--- src/rtl/vga_pkg.sv ---
// Shared definitions for the slot display: default VGA timing, the RGB444
// pixel type, the 3-bit slot palette and the game-over flash colours.
package vga_pkg;

  localparam int   DEF_CLK_DIV      = 2;
  localparam int   DEF_H_ACTIVE     = 640;
  localparam int   DEF_H_FP         = 16;
  localparam int   DEF_H_SYNC       = 96;
  localparam int   DEF_H_BP         = 48;
  localparam int   DEF_V_ACTIVE     = 480;
  localparam int   DEF_V_FP         = 10;
  localparam int   DEF_V_SYNC       = 2;
  localparam int   DEF_V_BP         = 33;
  localparam logic DEF_SYNC_POL     = 1'b0;
  localparam int   DEF_NUM_SLOTS    = 4;
  localparam int   DEF_BORDER_W     = 4;
  localparam int   DEF_FLASH_FRAMES = 30;

  typedef struct packed {
    logic [3:0] r;
    logic [3:0] g;
    logic [3:0] b;
  } rgb444_t;

  typedef enum logic {
    FLASH_ON  = 1'b0,
    FLASH_OFF = 1'b1
  } flash_phase_t;

  localparam rgb444_t RGB_BLACK     = rgb444_t'(12'h000);
  localparam rgb444_t RGB_WHITE     = rgb444_t'(12'hFFF);
  localparam rgb444_t FLASH_ON_RGB  = rgb444_t'(12'hF00);
  localparam rgb444_t FLASH_OFF_RGB = rgb444_t'(12'h000);

  // Slot code to colour lookup.
  function automatic rgb444_t palette(input logic [2:0] code);
    rgb444_t c_s;
    case (code)
      3'd0:    c_s = rgb444_t'(12'h000);
      3'd1:    c_s = rgb444_t'(12'hF00);
      3'd2:    c_s = rgb444_t'(12'h0F0);
      3'd3:    c_s = rgb444_t'(12'h00F);
      3'd4:    c_s = rgb444_t'(12'hFF0);
      3'd5:    c_s = rgb444_t'(12'h0FF);
      3'd6:    c_s = rgb444_t'(12'hF0F);
      3'd7:    c_s = rgb444_t'(12'hFFF);
      default: c_s = rgb444_t'(12'h000);
    endcase
    return c_s;
  endfunction

endpackage

--- src/rtl/vga_timing_gen.sv ---
// VGA raster timing: pixel-enable divider, horizontal/vertical counters,
// combinational sync/active decode and frame boundary strobes.
module vga_timing_gen #(
  parameter int   CLK_DIV  = 2,
  parameter int   H_ACTIVE = 640,
  parameter int   H_FP     = 16,
  parameter int   H_SYNC   = 96,
  parameter int   H_BP     = 48,
  parameter int   V_ACTIVE = 480,
  parameter int   V_FP     = 10,
  parameter int   V_SYNC   = 2,
  parameter int   V_BP     = 33,
  parameter logic SYNC_POL = 1'b0,
  localparam int  H_TOTAL  = H_ACTIVE + H_FP + H_SYNC + H_BP,
  localparam int  HW       = $clog2(H_TOTAL)
) (
  input  logic          clk,
  input  logic          rst,
  output logic          pix_en,
  output logic [HW-1:0] h_cnt,
  output logic          hsync,
  output logic          vsync,
  output logic          active,
  output logic          frame_end,
  output logic          frame_begin
);

  localparam int V_TOTAL = V_ACTIVE + V_FP + V_SYNC + V_BP;
  localparam int VW      = $clog2(V_TOTAL);
  localparam int DW      = (CLK_DIV > 1) ? $clog2(CLK_DIV) : 1;

  localparam logic [DW-1:0] DIV_LAST  = DW'(CLK_DIV - 1);
  localparam logic [HW-1:0] H_LAST    = HW'(H_TOTAL - 1);
  localparam logic [HW-1:0] H_ACT_END = HW'(H_ACTIVE);
  localparam logic [HW-1:0] HS_START  = HW'(H_ACTIVE + H_FP);
  localparam logic [HW-1:0] HS_END    = HW'(H_ACTIVE + H_FP + H_SYNC);
  localparam logic [VW-1:0] V_LAST    = VW'(V_TOTAL - 1);
  localparam logic [VW-1:0] V_ACT_END = VW'(V_ACTIVE);
  localparam logic [VW-1:0] VS_START  = VW'(V_ACTIVE + V_FP);
  localparam logic [VW-1:0] VS_END    = VW'(V_ACTIVE + V_FP + V_SYNC);

  logic [DW-1:0] div_r;
  logic [HW-1:0] h_cnt_r;
  logic [VW-1:0] v_cnt_r;
  logic          line_end_s;
  logic          frame_last_s;

  // Pixel-enable divider; the tick fires on the first cycle after reset release.
  always_ff @(posedge clk or posedge rst) begin
    if (rst) begin
      div_r <= {DW{1'b0}};
    end else if (div_r == DIV_LAST) begin
      div_r <= {DW{1'b0}};
    end else begin
      div_r <= div_r + {{(DW-1){1'b0}}, 1'b1};
    end
  end

  assign pix_en       = (div_r == {DW{1'b0}});
  assign line_end_s   = (h_cnt_r == H_LAST);
  assign frame_last_s = line_end_s && (v_cnt_r == V_LAST);

  // Horizontal pixel counter, advancing on each pixel tick.
  always_ff @(posedge clk or posedge rst) begin
    if (rst) begin
      h_cnt_r <= {HW{1'b0}};
    end else if (pix_en) begin
      h_cnt_r <= line_end_s ? {HW{1'b0}} : h_cnt_r + {{(HW-1){1'b0}}, 1'b1};
    end else begin
      h_cnt_r <= h_cnt_r;
    end
  end

  // Vertical line counter, advancing at the end of each line.
  always_ff @(posedge clk or posedge rst) begin
    if (rst) begin
      v_cnt_r <= {VW{1'b0}};
    end else if (pix_en && line_end_s) begin
      v_cnt_r <= (v_cnt_r == V_LAST) ? {VW{1'b0}} : v_cnt_r + {{(VW-1){1'b0}}, 1'b1};
    end else begin
      v_cnt_r <= v_cnt_r;
    end
  end

  assign h_cnt       = h_cnt_r;
  assign hsync       = ((h_cnt_r >= HS_START) && (h_cnt_r < HS_END)) ? SYNC_POL : ~SYNC_POL;
  assign vsync       = ((v_cnt_r >= VS_START) && (v_cnt_r < VS_END)) ? SYNC_POL : ~SYNC_POL;
  assign active      = (h_cnt_r < H_ACT_END) && (v_cnt_r < V_ACT_END);
  assign frame_end   = pix_en && frame_last_s;
  assign frame_begin = pix_en && (h_cnt_r == {HW{1'b0}}) && (v_cnt_r == {VW{1'b0}});

endmodule

--- src/rtl/vga_slot_display.sv ---
// Slot-column VGA renderer: per-frame shadow of slot codes and game-over,
// slot/divider decode, game-over flash FSM and a single registered output
// stage that keeps sync and colour aligned.
module vga_slot_display
  import vga_pkg::*;
#(
  parameter int   CLK_DIV      = DEF_CLK_DIV,
  parameter int   H_ACTIVE     = DEF_H_ACTIVE,
  parameter int   H_FP         = DEF_H_FP,
  parameter int   H_SYNC       = DEF_H_SYNC,
  parameter int   H_BP         = DEF_H_BP,
  parameter int   V_ACTIVE     = DEF_V_ACTIVE,
  parameter int   V_FP         = DEF_V_FP,
  parameter int   V_SYNC       = DEF_V_SYNC,
  parameter int   V_BP         = DEF_V_BP,
  parameter logic SYNC_POL     = DEF_SYNC_POL,
  parameter int   NUM_SLOTS    = DEF_NUM_SLOTS,
  parameter int   BORDER_W     = DEF_BORDER_W,
  parameter int   FLASH_FRAMES = DEF_FLASH_FRAMES
) (
  input  logic                   CLOCK_50,
  input  logic                   reset,
  input  logic [3*NUM_SLOTS-1:0] colourCode,
  input  logic                   GameOver,
  output logic                   VGA_HS,
  output logic                   VGA_VS,
  output logic [3:0]             VGA_R,
  output logic [3:0]             VGA_G,
  output logic [3:0]             VGA_B,
  output logic                   frame_start
);

  localparam int H_TOTAL = H_ACTIVE + H_FP + H_SYNC + H_BP;
  localparam int HW      = $clog2(H_TOTAL);
  localparam int SLOT_W  = H_ACTIVE / NUM_SLOTS;
  localparam int SLW     = (NUM_SLOTS > 1) ? $clog2(NUM_SLOTS) : 1;
  localparam int FW      = (FLASH_FRAMES > 1) ? $clog2(FLASH_FRAMES) : 1;
  localparam int CW      = 3 * NUM_SLOTS;

  localparam logic [FW-1:0] FLASH_LAST = FW'(FLASH_FRAMES - 1);
  localparam logic [HW-1:0] BORDER_LIM = HW'(BORDER_W);

  logic              pix_en_s;
  logic [HW-1:0]     h_cnt_s;
  logic              hsync_s;
  logic              vsync_s;
  logic              active_s;
  logic              frame_end_s;
  logic              frame_begin_s;

  logic [CW-1:0]     code_sh_r;
  logic              go_sh_r;
  flash_phase_t      phase_r;
  flash_phase_t      phase_nx_s;
  logic [FW-1:0]     fcnt_r;
  logic [FW-1:0]     fcnt_nx_s;

  logic [SLW-1:0]    slot_s;
  logic [HW-1:0]     slot_base_s;
  logic [HW-1:0]     offset_s;
  logic              border_s;
  logic [2:0]        slot_code_s;
  rgb444_t           pix_rgb_s;

  logic              hs_r;
  logic              vs_r;
  rgb444_t           rgb_r;
  logic              frame_start_r;

  vga_timing_gen #(
    .CLK_DIV  (CLK_DIV),
    .H_ACTIVE (H_ACTIVE),
    .H_FP     (H_FP),
    .H_SYNC   (H_SYNC),
    .H_BP     (H_BP),
    .V_ACTIVE (V_ACTIVE),
    .V_FP     (V_FP),
    .V_SYNC   (V_SYNC),
    .V_BP     (V_BP),
    .SYNC_POL (SYNC_POL)
  ) u_timing (
    .clk         (CLOCK_50),
    .rst         (reset),
    .pix_en      (pix_en_s),
    .h_cnt       (h_cnt_s),
    .hsync       (hsync_s),
    .vsync       (vsync_s),
    .active      (active_s),
    .frame_end   (frame_end_s),
    .frame_begin (frame_begin_s)
  );

  // Shadow the game inputs on the last tick of each frame so a frame never tears.
  always_ff @(posedge CLOCK_50 or posedge reset) begin
    if (reset) begin
      code_sh_r <= {CW{1'b0}};
      go_sh_r   <= 1'b0;
    end else if (frame_end_s) begin
      code_sh_r <= colourCode;
      go_sh_r   <= GameOver;
    end else begin
      code_sh_r <= code_sh_r;
      go_sh_r   <= go_sh_r;
    end
  end

  // Flash FSM state register: phase plus frames spent in the current phase.
  always_ff @(posedge CLOCK_50 or posedge reset) begin
    if (reset) begin
      phase_r <= FLASH_ON;
      fcnt_r  <= {FW{1'b0}};
    end else begin
      phase_r <= phase_nx_s;
      fcnt_r  <= fcnt_nx_s;
    end
  end

  // Flash next state: count frames that stay in game-over, restart ON otherwise.
  always_comb begin
    phase_nx_s = phase_r;
    fcnt_nx_s  = fcnt_r;
    if (frame_end_s) begin
      if (GameOver && go_sh_r) begin
        if (fcnt_r == FLASH_LAST) begin
          fcnt_nx_s = {FW{1'b0}};
          case (phase_r)
            FLASH_ON:  phase_nx_s = FLASH_OFF;
            FLASH_OFF: phase_nx_s = FLASH_ON;
            default:   phase_nx_s = FLASH_ON;
          endcase
        end else begin
          fcnt_nx_s = fcnt_r + {{(FW-1){1'b0}}, 1'b1};
        end
      end else begin
        fcnt_nx_s  = {FW{1'b0}};
        phase_nx_s = FLASH_ON;
      end
    end else begin
      phase_nx_s = phase_r;
      fcnt_nx_s  = fcnt_r;
    end
  end

  // Slot decode by comparing against each column's start; the last match wins.
  always_comb begin
    slot_s      = {SLW{1'b0}};
    slot_base_s = {HW{1'b0}};
    for (int i = 1; i < NUM_SLOTS; i++) begin
      slot_s      = (h_cnt_s >= HW'(i * SLOT_W)) ? SLW'(i) : slot_s;
      slot_base_s = (h_cnt_s >= HW'(i * SLOT_W)) ? HW'(i * SLOT_W) : slot_base_s;
    end
    offset_s    = h_cnt_s - slot_base_s;
    border_s    = (slot_s != {SLW{1'b0}}) && (offset_s < BORDER_LIM);
    slot_code_s = code_sh_r[3*int'(slot_s) +: 3];
  end

  // Pixel colour with priority flash > divider > palette; black in blanking.
  always_comb begin
    pix_rgb_s = RGB_BLACK;
    if (!active_s) begin
      pix_rgb_s = RGB_BLACK;
    end else if (go_sh_r) begin
      pix_rgb_s = (phase_r == FLASH_ON) ? FLASH_ON_RGB : FLASH_OFF_RGB;
    end else if (border_s) begin
      pix_rgb_s = RGB_WHITE;
    end else begin
      pix_rgb_s = palette(slot_code_s);
    end
  end

  // Output stage: sync and colour registered together on the pixel tick.
  always_ff @(posedge CLOCK_50 or posedge reset) begin
    if (reset) begin
      hs_r  <= ~SYNC_POL;
      vs_r  <= ~SYNC_POL;
      rgb_r <= RGB_BLACK;
    end else if (pix_en_s) begin
      hs_r  <= hsync_s;
      vs_r  <= vsync_s;
      rgb_r <= pix_rgb_s;
    end else begin
      hs_r  <= hs_r;
      vs_r  <= vs_r;
      rgb_r <= rgb_r;
    end
  end

  // Frame start pulse, one system clock wide, coincident with pixel (0,0) on the pins.
  always_ff @(posedge CLOCK_50 or posedge reset) begin
    if (reset) begin
      frame_start_r <= 1'b0;
    end else begin
      frame_start_r <= frame_begin_s;
    end
  end

  assign VGA_HS      = hs_r;
  assign VGA_VS      = vs_r;
  assign VGA_R       = rgb_r.r;
  assign VGA_G       = rgb_r.g;
  assign VGA_B       = rgb_r.b;
  assign frame_start = frame_start_r;

endmodule

--- config.mk ---
export PLATFORM = sky130hd
export DESIGN_NAME = vga_slot_display
export DESIGN_NICKNAME = d
export VERILOG_FILES = /design/src/rtl/vga_pkg.sv /design/src/rtl/vga_timing_gen.sv /design/src/rtl/vga_slot_display.sv
export SDC_FILE = /design/constraint.sdc
export NUM_CORES = 1
export LEC_CHECK = 0
export ABC_AREA = 0
export BUFFER_PORTS_ARGS = -buffer_cell sky130_fd_sc_hd__buf_2
export CORE_MARGIN = 1.5
export CORE_UTILIZATION = 45
export CTS_BUF_LIST = sky130_fd_sc_hd__clkbuf_16
export CTS_CLUSTER_DIAMETER = 50
export DETAILED_ROUTE_END_ITERATION = 8
export HOLD_SLACK_MARGIN = 0.05
export PLACE_DENSITY = 0.73
export SLEW_MARGIN = 20
export SYNTH_ARGS = -nofsm -noshare
export SYNTH_HDL_FRONTEND = slang
export SYNTH_SLANG_ARGS = --single-unit
export TNS_END_PERCENT = 20
--- constraint.sdc ---
create_clock -name CLOCK_50 -period 2.95 [get_ports CLOCK_50]
set_clock_uncertainty 0.05 [all_clocks]
set_input_delay 0 -clock CLOCK_50 [delete_from_list [all_inputs] [get_ports CLOCK_50]]
set_output_delay 0 -clock CLOCK_50 [all_outputs]
set_load 0.05 [all_outputs]
# After elaboration in Yosys (flattened, before gate mapping)
# Memory sizes are Yosys's and may differ from the RTL's.
# Index checks and enable logic that the tools add are counted.
dict set report word_totals {
  rom_bits 96
  reg_bits 55
  in_bits 15
  n_memories 1
  elab_cells 71
  out_inout_bits 15
}
# memory words width rd rd_clocked_by_memory_dff write_ports line
set memory_table {}
lappend memory_table {{(name not given)} 8 12 1 0 0 vga_pkg.sv:38} ;# case (code)
dict set report classes {
  n_shift 1
  n_addsub 5
  multipliers 1
  n_eq_ne 4
  n_reduce_logical 14
  magnitude_cmp 10
  n_mux 20
  bitwise 2
}
# op n
set ops {}
lappend ops {{$mux 12} 4}
lappend ops {{$ge 10x9->1 const B} 3}
lappend ops {{$add 10x1->10 const B} 2}
lappend ops {{$eq 10x10->1 const B} 2}
lappend ops {{$logic_not 10->1} 2}
lappend ops {{$lt 10x10->1 const B} 2}
lappend ops {{$lt 10x9->1 const B} 2}
lappend ops {{$mux 10} 2}
lappend ops {{$mux 9} 2}
lappend ops {{$shiftx 12x5->3} 1}
lappend ops {{$ge 10x10->1 const B} 1}
lappend ops {{$ge 10x8->1 const B} 1}
lappend ops {{$logic_and 1x1->1} 10}
lappend ops {{$lt 10x3->1 const B} 1}
lappend ops {{$mux 5} 2}
lappend ops {{$sub 10x9->10} 1}
lappend ops {{$mux 8} 1}
lappend ops {{$mux 1} 6}
lappend ops {{$add 5x1->5 const B} 1}
lappend ops {{$eq 5x5->1 const B} 1}
lappend ops {{$mul 2x2->4 const A} 1}
lappend ops {{$mux 2} 2}
lappend ops {{$ne 2x1->1 const B} 1}
lappend ops {{$not 1->1} 2}
lappend ops {{other kinds (4)} 4}

# Logic depth before layout (Yosys ltp)
dict set report logic_depth {
  ltp_word 10
  depth_mapped 13
  ltp_nobuf 12
}

# Modules after synthesis
# From an unflattened synthesis, not the netlist that was laid out.
dict set report unflattened {
  hier_cells 289
  hier_area_um2 2813.9
}
# module seq_area_each_um2 instances cells_per_inst area_each_um2
set by_module_without_submodules {}
lappend by_module_without_submodules {vga_slot_display 628.1 1 166 1626.6}
lappend by_module_without_submodules {vga_timing_gen 525.5 1 123 1187.4}

# Least setup slack after synthesis
# OpenSTA, ideal clock, no wires.
dict set report synth_timing {
  kind {reg2reg}
  start {register u_timing.h_cnt_r[7] (netlist: u_timing.h_cnt[7])}
  end {register rgb_r (netlist bit VGA_G[2])}
  path_buffers 1
  required_time_ns 2.769
  t_arrival_ns 2.886
  path_slack_ns -0.117
  setup_time_ns 0.131
  stages_incl_launch_ff 14
  synth_period_minus_slack_ns 3.067
  path_cell_list {dfrtp_1 > buf_6 > and3b_1 > a311o_1 > nor2_2 > inv_1 > ha_1 > fa_1 > nand2b_1 > a21oi_1 > mux2i_1 > nor3_1 > a22o_1 > or3_1}
}
dict set report synth_between {
  elab_chain_len 10
  elab_cells_between_ends 21
  cone_classes {1 x add/sub; 1 x mul; 5 x order compare; 1 x shift; 9 x mux; 3 x reduce/logical; 1 x memory}
}
# item line
set synth_rtl {}
lappend synth_rtl {{start, declared} vga_timing_gen.sv:43} ;# logic [HW-1:0] h_cnt_r;
lappend synth_rtl {{start signal, assigned} vga_timing_gen.sv:66} ;# h_cnt_r <= {HW{1'b0}};
lappend synth_rtl {{start signal, assigned} vga_timing_gen.sv:68} ;# h_cnt_r <= line_end_s ? {HW{1'b0}} : h_cnt_r + {{(HW-1){1'b0}}, 1'b1};
lappend synth_rtl {{start signal, assigned} vga_timing_gen.sv:70} ;# h_cnt_r <= h_cnt_r;
lappend synth_rtl {{$ge 10x8->1} {vga_slot_display.sv:149, vga_slot_display.sv:150}}
lappend synth_rtl {{$mux 1 or $mux 8 (tied branches)} {vga_slot_display.sv:149, vga_slot_display.sv:150}}
lappend synth_rtl {{$mux 2 or $mux 9 (tied branches) (2 in series)} {vga_slot_display.sv:149, vga_slot_display.sv:150}}
lappend synth_rtl {{$mul 2x2->4 or $sub 10x9->10 (tied branches)} {vga_slot_display.sv:154, vga_slot_display.sv:152}}
lappend synth_rtl {{$shiftx 12x5->3 or $lt 10x3->1 (tied branches)} {vga_slot_display.sv:154, vga_slot_display.sv:153}}
lappend synth_rtl {{$mem_v2 8x12 or $logic_and 1x1->1 (tied branches)} n/a}
lappend synth_rtl {{$mux 12} vga_slot_display.sv:164} ;# end else if (border_s) begin
lappend synth_rtl {{$mux 12} vga_slot_display.sv:162} ;# end else if (go_sh_r) begin
lappend synth_rtl {{$mux 12 *} vga_slot_display.sv:160} ;# if (!active_s) begin
lappend synth_rtl {{end signal, assigned} vga_slot_display.sv:180} ;# rgb_r <= pix_rgb_s;
lappend synth_rtl {{end signal, assigned} vga_slot_display.sv:184} ;# rgb_r <= rgb_r;
lappend synth_rtl {{end, declared} vga_slot_display.sv:67} ;# rgb444_t rgb_r;
# Mark *: on every way between the ends. The rest lies on a longest branch, timed or not.
# A chain may end at the register's enable or synchronous reset.

# Worst setup path after layout
# Ends and elaborated chain as after synthesis.

==> impl_metrics.json <==
{
  "final_cell_mix": "54 x nand2_1, 44 x dfrtp_1, 29 x buf_2, 21 x o21ai_0, 19 x buf_4",
  "finalSetupTns_ps": -7.95,
  "drive_above_1_share": 0.208,
  "syn-cell-area_mm2": 0.00274,
  "r2r_end": "VGA_G[2]$_DFFE_PP0N_",
  "drt-total-wl_mm": 6.45,
  "antenna_found_initial": 0,
  "drt_iter0_drc": 140,
  "synth_edf_count": 0,
  "area_delta_synth_final_pct": 21.4,
  "final_common_cell": "nand2_1",
  "grt_pass1_vias": 2336,
  "row_count": 28,
  "slew_headroom": 0.345,
  "grt_remaining_overflow": 0,
  "routedWlPerCell_um": 15.0,
  "core_mm2": 0.00589,
  "grt_max_degree": 47,
  "finalInstanceArea_mm2": 0.00332,
  "avgSynthCellArea_um2": 8.88,
  "cp-end-kind": "register",
  "fmax_mhz": 338,
  "hold_path_class": "in2reg",
  "setup_slack_ps": -7.95,
  "worstMarginPinSlew_ps": 983,
  "port-buffer-count": 29,
  "path_class": "reg2reg",
  "status": "finished with violations",
  "hold_depth": 4,
  "whs_ps": 389,
  "h-tree-depth": 2,
  "async_flop_share": 1.00,
  "startpoint_type": "register",
  "leakage_uw": 0.00155,
  "antenna_left": 0,
  "die_w_um": 81.0,
  "placed_cells": 403,
  "cp-startpoint": "u_timing.h_cnt[7]$_DFFE_PP0N_",
  "required_ps": 3070,
  "finalCriticalPeriod_ps": 2960,
  "fin_crit_sh": 1.00,
  "start_util": 0.465,
  "hold_viol": 0,
  "reg2reg_slack_ps": -8,
  "pre_cts_ws_ps": -0.890,
  "final_nets": 381,
  "cap_viol_max_count": 0,
  "root_buffer": "clkbuf_16",
  "hpwl_mm": 4.46,
  "ctsLongestPathBuffers": 2,
  "synth_nets": 335,
  "drc": 0,
  "yosys.area.top_type": "dfrtp_1",
  "setup_viol_count_final": 1,
  "numCtsBuffers": 5,
  "gp_congestion": 0.833,
  "synth_seq_cells": 46,
  "synthCells": 308,
  "synth.distinct_cells": 59,
  "finalNonFillerCells": 430,
  "die_area_mm2": 0.00655,
  "via_count": 2354,
  "n_antenna_cell": 0,
  "clk_pin_slew_ps": 60,
  "synth_warnings": 0,
  "ys.flop_type": "dfrtp_1",
  "first_pass_iters": 4,
  "synthTopCellsByArea": "dfrtp_1 40%, nand2_1 7.4%, ha_1 5.0%",
  "powerDensity_mw_per_mm2": 393,
  "crit_fanout": 5,
  "synth_top_area_frac": 0.403,
  "synth.yosys.seq_area_share": 0.422,
  "clock_latency_ps": 280,
  "place_area_mm2": 0.00295,
  "r2r_start": "u_timing.h_cnt[7]$_DFFE_PP0N_",
  "cts_tree": "done",
  "worstPathArrival_ps": 3070,
  "violations": "negative setup slack",
  "via_per_inst": 5.47,
  "reg2reg_depth": 12,
  "hold_start": "colourCode[5]",
  "grt_usage": 0.214,
  "grt_pass1_wl_mm": 10.8,
  "cts_sinks": 46,
  "rsz0062_at_grt": "yes",
  "ir_drop_mv": 0.284,
  "num_io_pins": 30,
  "slew_viol_final": 0,
  "die_h_um": 81.0,
  "holdPathEnd": "code_sh_r[5]$_DFFE_PP0P_"
}
==> per-layer routing <==
layer	vias to the layer above	GRT usage	wire (µm)
met3	10	0.0427	249
met1	1124	0.267	2890
met5	-	0	0
met4	0	0.0638	86
met2	70	0.373	3220
li1	1150	-	-
==> timing repair <==
action | in CTS | in global routing
setup endpoints to repair | 1 | 3
buffers inserted | 1 | 4
pin swaps | 0 | 6
gates resized for setup | 0 | 7
cloned | 0 | 0
hold buffers | 14 | 0
hold endpoints to repair | 57 | 0
==> metrics by stage <==
| stage | util | power, µW |
|---|---|---|
| global route | 0.564 | 1340 |
| floorplan | - | 654 |
| CTS | 0.555 | 1310 |
| detailed placement | 0.501 | 667 |
| global placement | 0.501 | 667 |
| finish | 0.564 | 1300 |
==> layout make-up <==
| type | count | area [µm²] |
|---|---|---|
| multi-input combinational | 222 | 1420 |
| inverter | 17 | 63.8 |
| tap | 75 | 93.8 |
| sequential | 46 | 1150 |
| fill | 513 | 2560 |
| timing repair buffer | 62 | 428 |
| clock buffer | 5 | 125 |
| clock inverter | 3 | 41.3 |
==> critical path: stages, from the launching register on <==
cell	delay [ps]
dfrtp_1	420
and3b_1	180
a311o_1	350
nor2_2	140
inv_2	60
ha_4	160
fa_2	380
nand2b_4	150
a21oi_2	150
mux2i_1	240
nor3_2	80
a22o_1	190
or3_1	300
==> power by group <==
part | total [µW] | leakage, µW | internal [µW] | switching, µW
clock network | 634 | 0.0000812 | 397 | 237
logic | 39.0 | 0.000937 | 19.6 | 19.4
registers | 631 | 0.000527 | 631 | 0
==> cell families (layout without fill, tap and decap cells) <==
logic type	after synthesis	after routing	share of synthesized area
AOI/OAI and AO/OA	59	59	0.148
buffers and inverters	40	87	0.0723
xor gates and xnor gates	15	15	0.0480
muxes	2	2	0.00778
and+or+nand+nor	134	134	0.245
adders and majority gates	12	12	0.0576
DFF	46	46	0.422
==> cells in the mapped netlist, types with 2 or more instances <==
cell,number
or3_1,3
and3b_1,2
nand2b_1,6
o31ai_1,2
nor2_1,16
xor2_1,9
nand3_1,13
nor3_1,10
dfrtp_1,44
o21ai_0,23
a21o_1,2
nor4_1,3
buf_2,5
a21oi_1,10
and3_1,4
inv_1,17
o31a_1,2
a22oi_1,2
nor2b_1,3
buf_4,9
and4b_1,2
or2_2,2
dfstp_2,2
clkbuf_1,8
nand4_1,7
nand2_1,54
xnor2_1,6
ha_1,11
==> sequential cells by signal, indices dropped and copies added (netlist names), 5 cells and up <==
name and cells:
code_sh_r 12, fcnt_r 5, u_timing.h_cnt 10, u_timing.v_cnt_r 10
==> how the worst max path moves through the flow <==
stage	end
after detailed placement	VGA_G[2]$_DFFE_PP0N_
after global placement	VGA_G[2]$_DFFE_PP0N_
final	VGA_G[2]$_DFFE_PP0N_
after global routing	VGA_G[2]$_DFFE_PP0N_
after CTS	VGA_G[2]$_DFFE_PP0N_
after floorplan	VGA_G[2]$_DFFE_PP0N_
(Power assumes the default switching activity.)
